==> src/rtl/multicycle_ctrl.sv <==
// Multicycle MIPS control unit with memory-wait watchdog.
// Define MULTICYCLE_CTRL_TRAP_EN to trap illegal instructions; otherwise they retire as NOPs.
module multicycle_ctrl #(
   parameter int unsigned ALU_CTRL_W = 4,
   parameter int unsigned WAIT_MAX   = 255
) (
   input  logic                  clk,
   input  logic                  rst_n,
   input  logic [5:0]            opcode,
   input  logic [5:0]            funct,
   input  logic                  zero,
   input  logic                  mem_done,
   output logic                  pc_en,
   output logic [1:0]            pc_src,
   output logic                  alu_src_a,
   output logic [1:0]            alu_src_b,
   output logic                  imm_zext,
   output logic                  reg_write,
   output logic [1:0]            reg_dest,
   output logic [1:0]            mem_to_reg,
   output logic                  mem_read,
   output logic                  mem_write,
   output logic                  ir_write,
   output logic [ALU_CTRL_W-1:0] alu_control,
   output logic                  mem_err,
   output logic                  exc,
   output logic [3:0]            state
);

   typedef enum logic [3:0] {
      S_FETCH  = 4'd0,  S_DECODE = 4'd1,  S_MEM_ADR = 4'd2, S_MEM_RD = 4'd3,
      S_MEM_WB = 4'd4,  S_MEM_WR = 4'd5,  S_EXEC    = 4'd6, S_ALU_WB = 4'd7,
      S_BRANCH = 4'd8,  S_IEXEC  = 4'd9,  S_IWB     = 4'd10, S_JUMP  = 4'd11,
      S_JAL    = 4'd12, S_TRAP   = 4'd13
   } state_t;

   localparam logic [5:0] OP_R    = 6'b000000;
   localparam logic [5:0] OP_J    = 6'b000010;
   localparam logic [5:0] OP_JAL  = 6'b000011;
   localparam logic [5:0] OP_BEQ  = 6'b000100;
   localparam logic [5:0] OP_BNE  = 6'b000101;
   localparam logic [5:0] OP_ADDI = 6'b001000;
   localparam logic [5:0] OP_SLTI = 6'b001010;
   localparam logic [5:0] OP_ANDI = 6'b001100;
   localparam logic [5:0] OP_ORI  = 6'b001101;
   localparam logic [5:0] OP_LW   = 6'b100011;
   localparam logic [5:0] OP_SW   = 6'b101011;

   localparam logic [5:0] FN_SLL = 6'b000000;
   localparam logic [5:0] FN_SRL = 6'b000010;
   localparam logic [5:0] FN_SRA = 6'b000011;
   localparam logic [5:0] FN_JR  = 6'b001000;
   localparam logic [5:0] FN_ADD = 6'b100000;
   localparam logic [5:0] FN_SUB = 6'b100010;
   localparam logic [5:0] FN_AND = 6'b100100;
   localparam logic [5:0] FN_OR  = 6'b100101;
   localparam logic [5:0] FN_SLT = 6'b101010;

   localparam logic [3:0] ALU_AND = 4'b0000;
   localparam logic [3:0] ALU_OR  = 4'b0001;
   localparam logic [3:0] ALU_ADD = 4'b0010;
   localparam logic [3:0] ALU_SUB = 4'b0110;
   localparam logic [3:0] ALU_SLT = 4'b0111;
   localparam logic [3:0] ALU_SLL = 4'b1100;
   localparam logic [3:0] ALU_SRL = 4'b1101;
   localparam logic [3:0] ALU_SRA = 4'b1111;

   localparam int unsigned CNT_W = (WAIT_MAX < 2) ? 1 : $clog2(WAIT_MAX + 1);

`ifdef MULTICYCLE_CTRL_TRAP_EN
   localparam state_t S_ILLEGAL = S_TRAP;
`else
   localparam state_t S_ILLEGAL = S_FETCH;
`endif

   state_t           state_q, state_d;
   logic [CNT_W-1:0] cnt_q, cnt_d;
   logic             mem_err_q;
   logic             waiting, abort;
   logic             r_legal, i_zext;
   logic [3:0]       r_alu, i_alu, alu_op;

   always_comb begin
      r_legal = 1'b1;
      r_alu   = ALU_ADD;
      case (funct)
         FN_ADD:  r_alu = ALU_ADD;
         FN_SUB:  r_alu = ALU_SUB;
         FN_AND:  r_alu = ALU_AND;
         FN_OR:   r_alu = ALU_OR;
         FN_SLT:  r_alu = ALU_SLT;
         FN_SLL:  r_alu = ALU_SLL;
         FN_SRL:  r_alu = ALU_SRL;
         FN_SRA:  r_alu = ALU_SRA;
         FN_JR:   r_alu = ALU_ADD;
         default: r_legal = 1'b0;
      endcase
      i_alu  = ALU_ADD;
      i_zext = 1'b0;
      case (opcode)
         OP_ANDI: begin i_alu = ALU_AND; i_zext = 1'b1; end
         OP_ORI:  begin i_alu = ALU_OR;  i_zext = 1'b1; end
         OP_SLTI: i_alu = ALU_SLT;
         default: i_alu = ALU_ADD;
      endcase
   end

   // A done arriving in the limit cycle wins over the abort.
   always_comb begin
      waiting = (state_q == S_FETCH) || (state_q == S_MEM_RD) || (state_q == S_MEM_WR);
      abort   = waiting && (WAIT_MAX != 0) && (cnt_q == CNT_W'(WAIT_MAX)) && !mem_done;
   end

   always_comb begin
      state_d = state_q;
      case (state_q)
         S_FETCH:   if (abort) state_d = S_FETCH;
                    else if (mem_done) state_d = S_DECODE;
         S_DECODE: begin
            case (opcode)
               OP_LW, OP_SW:   state_d = S_MEM_ADR;
               OP_R: begin
                  if (!r_legal)          state_d = S_ILLEGAL;
                  else if (funct == FN_JR) state_d = S_JUMP;
                  else                   state_d = S_EXEC;
               end
               OP_BEQ, OP_BNE: state_d = S_BRANCH;
               OP_ADDI, OP_ANDI, OP_ORI, OP_SLTI: state_d = S_IEXEC;
               OP_J:           state_d = S_JUMP;
               OP_JAL:         state_d = S_JAL;
               default:        state_d = S_ILLEGAL;
            endcase
         end
         S_MEM_ADR: state_d = (opcode == OP_SW) ? S_MEM_WR : S_MEM_RD;
         S_MEM_RD:  if (abort) state_d = S_FETCH;
                    else if (mem_done) state_d = S_MEM_WB;
         S_MEM_WR:  if (abort || mem_done) state_d = S_FETCH;
         S_EXEC:    state_d = S_ALU_WB;
         S_IEXEC:   state_d = S_IWB;
         S_TRAP:    state_d = S_TRAP;
         default:   state_d = S_FETCH;
      endcase

      cnt_d = cnt_q;
      if (abort || (state_d != state_q)) cnt_d = '0;
      else if (waiting && !mem_done && (WAIT_MAX != 0)) cnt_d = cnt_q + 1'b1;
   end

   always_ff @(posedge clk or negedge rst_n) begin
      if (!rst_n) begin
         state_q   <= S_FETCH;
         cnt_q     <= '0;
         mem_err_q <= 1'b0;
      end else begin
         state_q   <= state_d;
         cnt_q     <= cnt_d;
         mem_err_q <= abort;
      end
   end

`ifdef MULTICYCLE_CTRL_TRAP_EN
   logic exc_q;
   always_ff @(posedge clk or negedge rst_n) begin
      if (!rst_n)                 exc_q <= 1'b0;
      else if (state_d == S_TRAP) exc_q <= 1'b1;
   end
   assign exc = exc_q;
`else
   assign exc = 1'b0;
`endif

   always_comb begin
      pc_en      = 1'b0;
      pc_src     = 2'b00;
      alu_src_a  = 1'b0;
      alu_src_b  = 2'b00;
      imm_zext   = 1'b0;
      reg_write  = 1'b0;
      reg_dest   = 2'b00;
      mem_to_reg = 2'b00;
      mem_read   = 1'b0;
      mem_write  = 1'b0;
      ir_write   = 1'b0;
      alu_op     = ALU_AND;
      case (state_q)
         S_FETCH: begin
            mem_read  = !abort;
            alu_src_b = 2'b01;
            alu_op    = ALU_ADD;
            ir_write  = mem_done;
            pc_en     = mem_done;
         end
         S_DECODE: begin
            alu_src_b = 2'b11;
            alu_op    = ALU_ADD;
         end
         S_MEM_ADR: begin
            alu_src_a = 1'b1;
            alu_src_b = 2'b10;
            alu_op    = ALU_ADD;
         end
         S_MEM_RD: mem_read = !abort;
         S_MEM_WB: begin
            mem_to_reg = 2'b01;
            reg_write  = 1'b1;
         end
         S_MEM_WR: mem_write = !abort;
         S_EXEC: begin
            alu_src_a = 1'b1;
            alu_op    = r_alu;
         end
         S_ALU_WB: begin
            reg_dest  = 2'b01;
            reg_write = 1'b1;
         end
         S_IEXEC: begin
            alu_src_a = 1'b1;
            alu_src_b = 2'b10;
            alu_op    = i_alu;
            imm_zext  = i_zext;
         end
         S_IWB: reg_write = 1'b1;
         S_BRANCH: begin
            alu_src_a = 1'b1;
            alu_op    = ALU_SUB;
            pc_src    = 2'b01;
            pc_en     = (opcode == OP_BNE) ? !zero : zero;
         end
         S_JUMP: begin
            pc_en  = 1'b1;
            pc_src = (opcode == OP_R) ? 2'b11 : 2'b10;
         end
         S_JAL: begin
            pc_en      = 1'b1;
            pc_src     = 2'b10;
            reg_dest   = 2'b10;
            mem_to_reg = 2'b10;
            reg_write  = 1'b1;
         end
         default: pc_en = 1'b0;
      endcase

      if (!rst_n) begin
         pc_en      = 1'b0;
         pc_src     = 2'b00;
         alu_src_a  = 1'b0;
         alu_src_b  = 2'b00;
         imm_zext   = 1'b0;
         reg_write  = 1'b0;
         reg_dest   = 2'b00;
         mem_to_reg = 2'b00;
         mem_read   = 1'b0;
         mem_write  = 1'b0;
         ir_write   = 1'b0;
         alu_op     = ALU_AND;
      end
   end

   assign alu_control = ALU_CTRL_W'(alu_op);
   assign mem_err     = mem_err_q;
   assign state       = state_q;

endmodule

==> config.mk <==
export PLATFORM = sky130hd
export DESIGN_NAME = multicycle_ctrl
export DESIGN_NICKNAME = d
export VERILOG_FILES = /design/src/rtl/multicycle_ctrl.sv
export SDC_FILE = /design/constraint.sdc
export NUM_CORES = 1
export LEC_CHECK = 0
export ABC_AREA = 1
export ABC_CLOCK_PERIOD_IN_PS = 4000
export CORE_ASPECT_RATIO = 1.4
export CORE_UTILIZATION = 52
export DETAILED_ROUTE_END_ITERATION = 12
export PLACE_DENSITY = 0.92
export SLEW_MARGIN = 40
export SYNTH_ARGS = -nofsm -noshare
export SYNTH_HDL_FRONTEND = slang
export SYNTH_SLANG_ARGS = --single-unit
==> constraint.sdc <==
create_clock -name clk -period 4 [get_ports clk]
set_input_delay 0.8 -clock clk [delete_from_list [all_inputs] [get_ports clk]]
set_output_delay 0.8 -clock clk [all_outputs]
set_load 0.02 [all_outputs]
## After elaboration in Yosys (flattened, before gate mapping)

Cells that the tools add are included.

- Add/subtract/negate cells: 1
- Multipliers: 0
- Div/mod/pow operators: 0
- $lt $le $gt $ge: 0
- Equal/unequal tests: 33
- Shift operators: 0
- Muxes and demuxes: 42
- Bitwise operators: 0
- Reductions and logical operators: 25

Operator list:

| cell | count |
|---|---|
| $eq A6 B6 Y1 const B | 7 |
| $mux W4 | 8 |
| $pmux W4 S8 | 1 |
| $eq A6 B4 Y1 const B | 5 |
| $pmux W4 S7 | 1 |
| $eq A4 B4 Y1 const B | 6 |
| $eq A6 B2 Y1 const B | 4 |
| $pmux W4 S6 | 1 |
| $mux W1 | 17 |
| $eq A4 B3 Y1 const B | 4 |
| $mux W8 | 2 |
| $pmux W4 S4 | 1 |
| $eq A6 B3 Y1 const B | 2 |
| $logic_not A6 Y1 | 2 |
| $pmux W2 S3 | 2 |
| $reduce_or A2 Y1 | 6 |
| $reduce_or A4 Y1 | 3 |
| $pmux W3 S3 | 1 |
| $reduce_or A9 Y1 | 1 |
| $add A8 B1 Y8 const B | 1 |
| $eq A4 B2 Y1 const B | 2 |
| $eq A8 B8 Y1 const B | 1 |
| $mux W2 | 4 |
| $pmux W2 S2 | 2 |
| other kinds (10) | 17 |

- Bits in registers: 13
- Latch bits: 0
- Bits in writable memories: 0
- Memory bits (read-only): 0
- Input bits: 16
- Output and inout bits: 25
- Word-level logic and storage cells: 104
- Memories: 0

## Longest topological paths before layout

- Depth in word-level cells: 11
- Depth in mapped cells: 15
- Depth with buffers taken out: 15

## Worst setup path after synthesis

No wires, ideal clock.

- Path type: input to output
- Start: input opcode[4]
- End: output imm_zext
- Arrival time: 1.795 ns
- Setup slack: 1.405 ns
- Stages: 3
- Cell sequence: nor2_2 -> nand3_1 -> nor4_1

- Longest elaborated chain between the ends: 5

Ends and longest elaborated chain:

| item | RTL line | text |
|---|---|---|
| start, declared | 9 | `input logic [5:0] opcode,` |
| $eq A6 B4 Y1 | 100 | `case (opcode)` |
| $reduce_or A2 Y1 (no source line) * | n/a |  |
| $mux W1 * | 100 |  |
| $mux W1 * | 185 | `case (state_q)` |
| $mux W1 * | 243 | `if (!rst_n) begin` |
| end, declared | 17 | `output logic imm_zext,` |

Every way passes the cells marked *; elsewhere a longest branch is shown, timed or not.

## Worst setup path after layout

- Start: input funct[1]
- End: output alu_control[1]

- Longest elaborated chain between the ends: 4

Ends and longest elaborated chain:

| item | RTL line | text |
|---|---|---|
| start, declared | 10 | `input logic [5:0] funct,` |
| $eq A6 B2 Y1, or another cell as far along | 86 | `case (funct)` |
| $pmux W4 S7 * | 86 |  |
| $pmux W4 S4 * | 185 |  |
| $mux W4 * | 243 |  |
| end, declared | 24 | `output logic [ALU_CTRL_W-1:0] alu_control,` |

Marked as above.

==> results.py <==
metrics = {
    "outcome": {
        "status": "finished clean",
    },
    "global_routing": {
        "overflow": 0,
        "grt_pass1_wl_mm": 6.10,
        "antenna_found_initial": 0,
        "grt_pass1_vias": 1553,
        "grt.total_usage": 0.270,
        "grt_max_degree": 14,
    },
    "final_layout": {
        "final_area_um2": 1870,
        "syn_to_final_growth_pct": 31.0,
        "nets": 295,
        "layout_commonest_cell": "nor2_1",
        "drive_gt1_frac": 0.134,
        "layout_common_cells": "nor2_1 (44), nand2_1 (43), clkdlybuf4s50_1 (39)",
        "insertedDiodeCount": 0,
    },
    "detailed_routing": {
        "firstDrtPassIters": 4,
        "drtAntennaViolNets": 0,
        "viasPerCell": 5.27,
        "dr_total_vias": 1649,
        "drc": 0,
        "routedWlPerCell_um": 11.6,
        "first_iter_violations": 36,
        "wirelength_mm": 3.64,
    },
    "critical_path": {
        "rr_worst_depth": 13,
        "arrival_ns": 2.73,
        "worstSetupStartpointType": "input pin",
        "worst-setup-path-type": "input pin to output pin",
        "required_ns": 3.20,
        "cp-end-kind": "output pin",
        "crit_fanout": 8,
    },
    "clocking": {
        "clk_latency_ns": 0.27,
        "htreeDepth": 1,
        "ctsResizeCount": 0,
        "cts_tree": "yes",
        "cts_sinks": 13,
        "cts_buffer_depth": 2,
        "cts-hold-fix-buffers": 0,
        "cts-root-buf": "clkbuf_4",
        "cts_buffers": 3,
        "post_cts_buffers": 0,
        "clkTransAtPathRegs_ns": 0.07,
    },
    "floorplanning": {
        "num_rows": 22,
        "start_util": 0.545,
        "core_um2": 2620,
        "io_pins": 41,
        "die-height_um": 63.9,
        "die-area_um2": 2960,
        "die_x_um": 46.2,
    },
    "synthesis": {
        "syn_area_um2": 1430,
        "synth-warning-count": 0,
        "yosys_register_bits": 13,
        "yosysSeqAreaShare": 0.228,
        "async_flop_share": 1.00,
        "synth_edf_count": 0,
        "synth_top_family_by_area": "simple AND/OR/NAND/NOR gates",
        "synth_compound_area_frac": 0.0869,
        "syn_nets": 254,
        "yosysUniqueCellTypes": 35,
        "synth_fa_ha_area_frac": 0.00878,
        "synth_flop_cell": "dfrtp_1",
        "synth_xor_area_frac": 0.0430,
        "netlist_instances": 237,
        "synth.avg_cell_area_um2": 6.01,
        "synth_mux_area_frac": 0.00702,
        "synth-simple-area-share": 0.499,
    },
    "sta": {
        "rsz0062_at_grt": "false",
        "skew_ns": 0.000260,
        "setup_viol": 0,
        "setup_tns_ns": 0,
        "fin_crit_sh": 0.883,
        "period_minus_slack_ns": 3.53,
        "finalHoldViolations": 0,
        "final-max-slew-violation-count": 0,
        "fmax_ghz": 0.283,
    },
    "pwr": {
        "p_seq_frac": 0.241,
        "p_sw_w": 0.000386,
        "pwr-share-clk": 0.105,
        "ir_drop_uv": 258,
        "power_density_nw_per_um2": 401,
        "leakage_nw": 0.881,
        "sw_frac_of_total": 0.516,
        "pwr-share-comb": 0.653,
        "p_int_w": 0.000362,
    },
    "hold_path": {
        "min_path_cells": 2,
        "hold_path.class": "flop to flop",
    },
    "place": {
        "hpwl_mm": 3.08,
        "routabilityCongestion": 0.892,
        "numPortBuffers": 39,
        "place_area_um2": 1840,
    },
    "job": {
        "maxCapViolations": 0,
    },
}
-- Yosys cell counts (2+ instances only) --
master    count  area, µm²
nor2_1       44        165
nand2_1      43        161
inv_1        31        116
nand3_1      22        110
nor2_2       16        100
dfrtp_1      13        325
a21oi_1       6       30.0
nand2_2       6       37.5
nand4_1       6       37.5
inv_2         5       18.8
nor3_1        5       25.0
xor2_1        5       43.8
a31oi_1       4       25.0
o21ai_0       3       15.0
o21ai_1       3       15.0
a211oi_1      2       15.0
buf_4         2       15.0
clkinv_1      2       7.51
nand3_2       2       20.0
xnor2_1       2       17.5
-- layer usage --
metal  global-route usage  vias to the layer above  share of wire
li1                     -                      837              -
met2                0.493                       49           0.56
met3               0.0226                       10          0.031
met4                0.121                        0          0.026
met1                0.293                      753           0.38
met5                    0                        -              0
-- through the flow --
stage | hold WS (ns) | std cells | util | total power (W) | setup slack [ns]
after CTS | 0.599 | 313 | 0.714 | 0.000749 | 0.473
after global placement | 0.547 | 309 | 0.704 | 0.000657 | 0.495
after floorplan | 0.504 | 237 | - | 0.000521 | 1.41
final | 0.583 | 313 | 0.714 | 0.000748 | 0.466
after detailed placement | 0.575 | 309 | 0.704 | 0.000669 | 0.469
after global routing | 0.614 | 313 | 0.714 | 0.000808 | 0.294
-- cell type report --
class / instances / area [µm²]
sequential: 13 / 325
inverter: 38 / 143
multi-input combinational: 181 / 922
timing repair buffer: 41 / 405
fill: 232 / 748
tap: 36 / 45.0
clock buffer: 4 / 26.3
-- kinds of logic after synthesis --
group / Yosys count
muxes: 1
adders and majority gates: 1
and+or+nand+nor: 150
AOI/OAI and AO/OA: 21
xor gates and xnor gates: 7
DFF: 13
buffers and inverters: 43
other: 1
-- worst paths after layout --
check                                startpoint                   end  slack (ns)
max in group asynchronous                 rst_n  cnt_q[2]$_DFFE_PN0P_        2.97
min reg2reg                cnt_q[7]$_DFFE_PN0P_  cnt_q[7]$_DFFE_PN0P_        0.58
max reg2reg                  state[3]$_DFF_PN0_  cnt_q[2]$_DFFE_PN0P_        1.98
min                        cnt_q[7]$_DFFE_PN0P_  cnt_q[7]$_DFFE_PN0P_        0.58
max                                    funct[1]        alu_control[1]        0.47
min in group asynchronous                 rst_n    state[0]$_DFF_PN0_        0.88
-- power by group through the flow --
stage	clock network, W	logic (W)	registers, W
after floorplan	0	0.000337	0.000184
after global placement	0	0.000477	0.000180
after detailed placement	0	0.000487	0.000182
after CTS	0.0000798	0.000489	0.000180
after global routing	0.0000890	0.000535	0.000184
final	0.0000789	0.000489	0.000180
-- flip-flops by register name (all words and copies together), names as in the netlist --
| name | cells |
|---|---|
| state | 4 |
| cnt_q | 8 |
| mem_err | 1 |
-- worst max-delay path, stage by stage --
cell and delay (ns):
clkdlybuf4s50_1 0.61, nand3_1 0.13, nor2_1 0.18, inv_1 0.06, o2111ai_1 0.10, nand2_1 0.07
a31oi_1 0.15, clkdlybuf4s50_1 0.62
(Power assumes the default switching activity.)
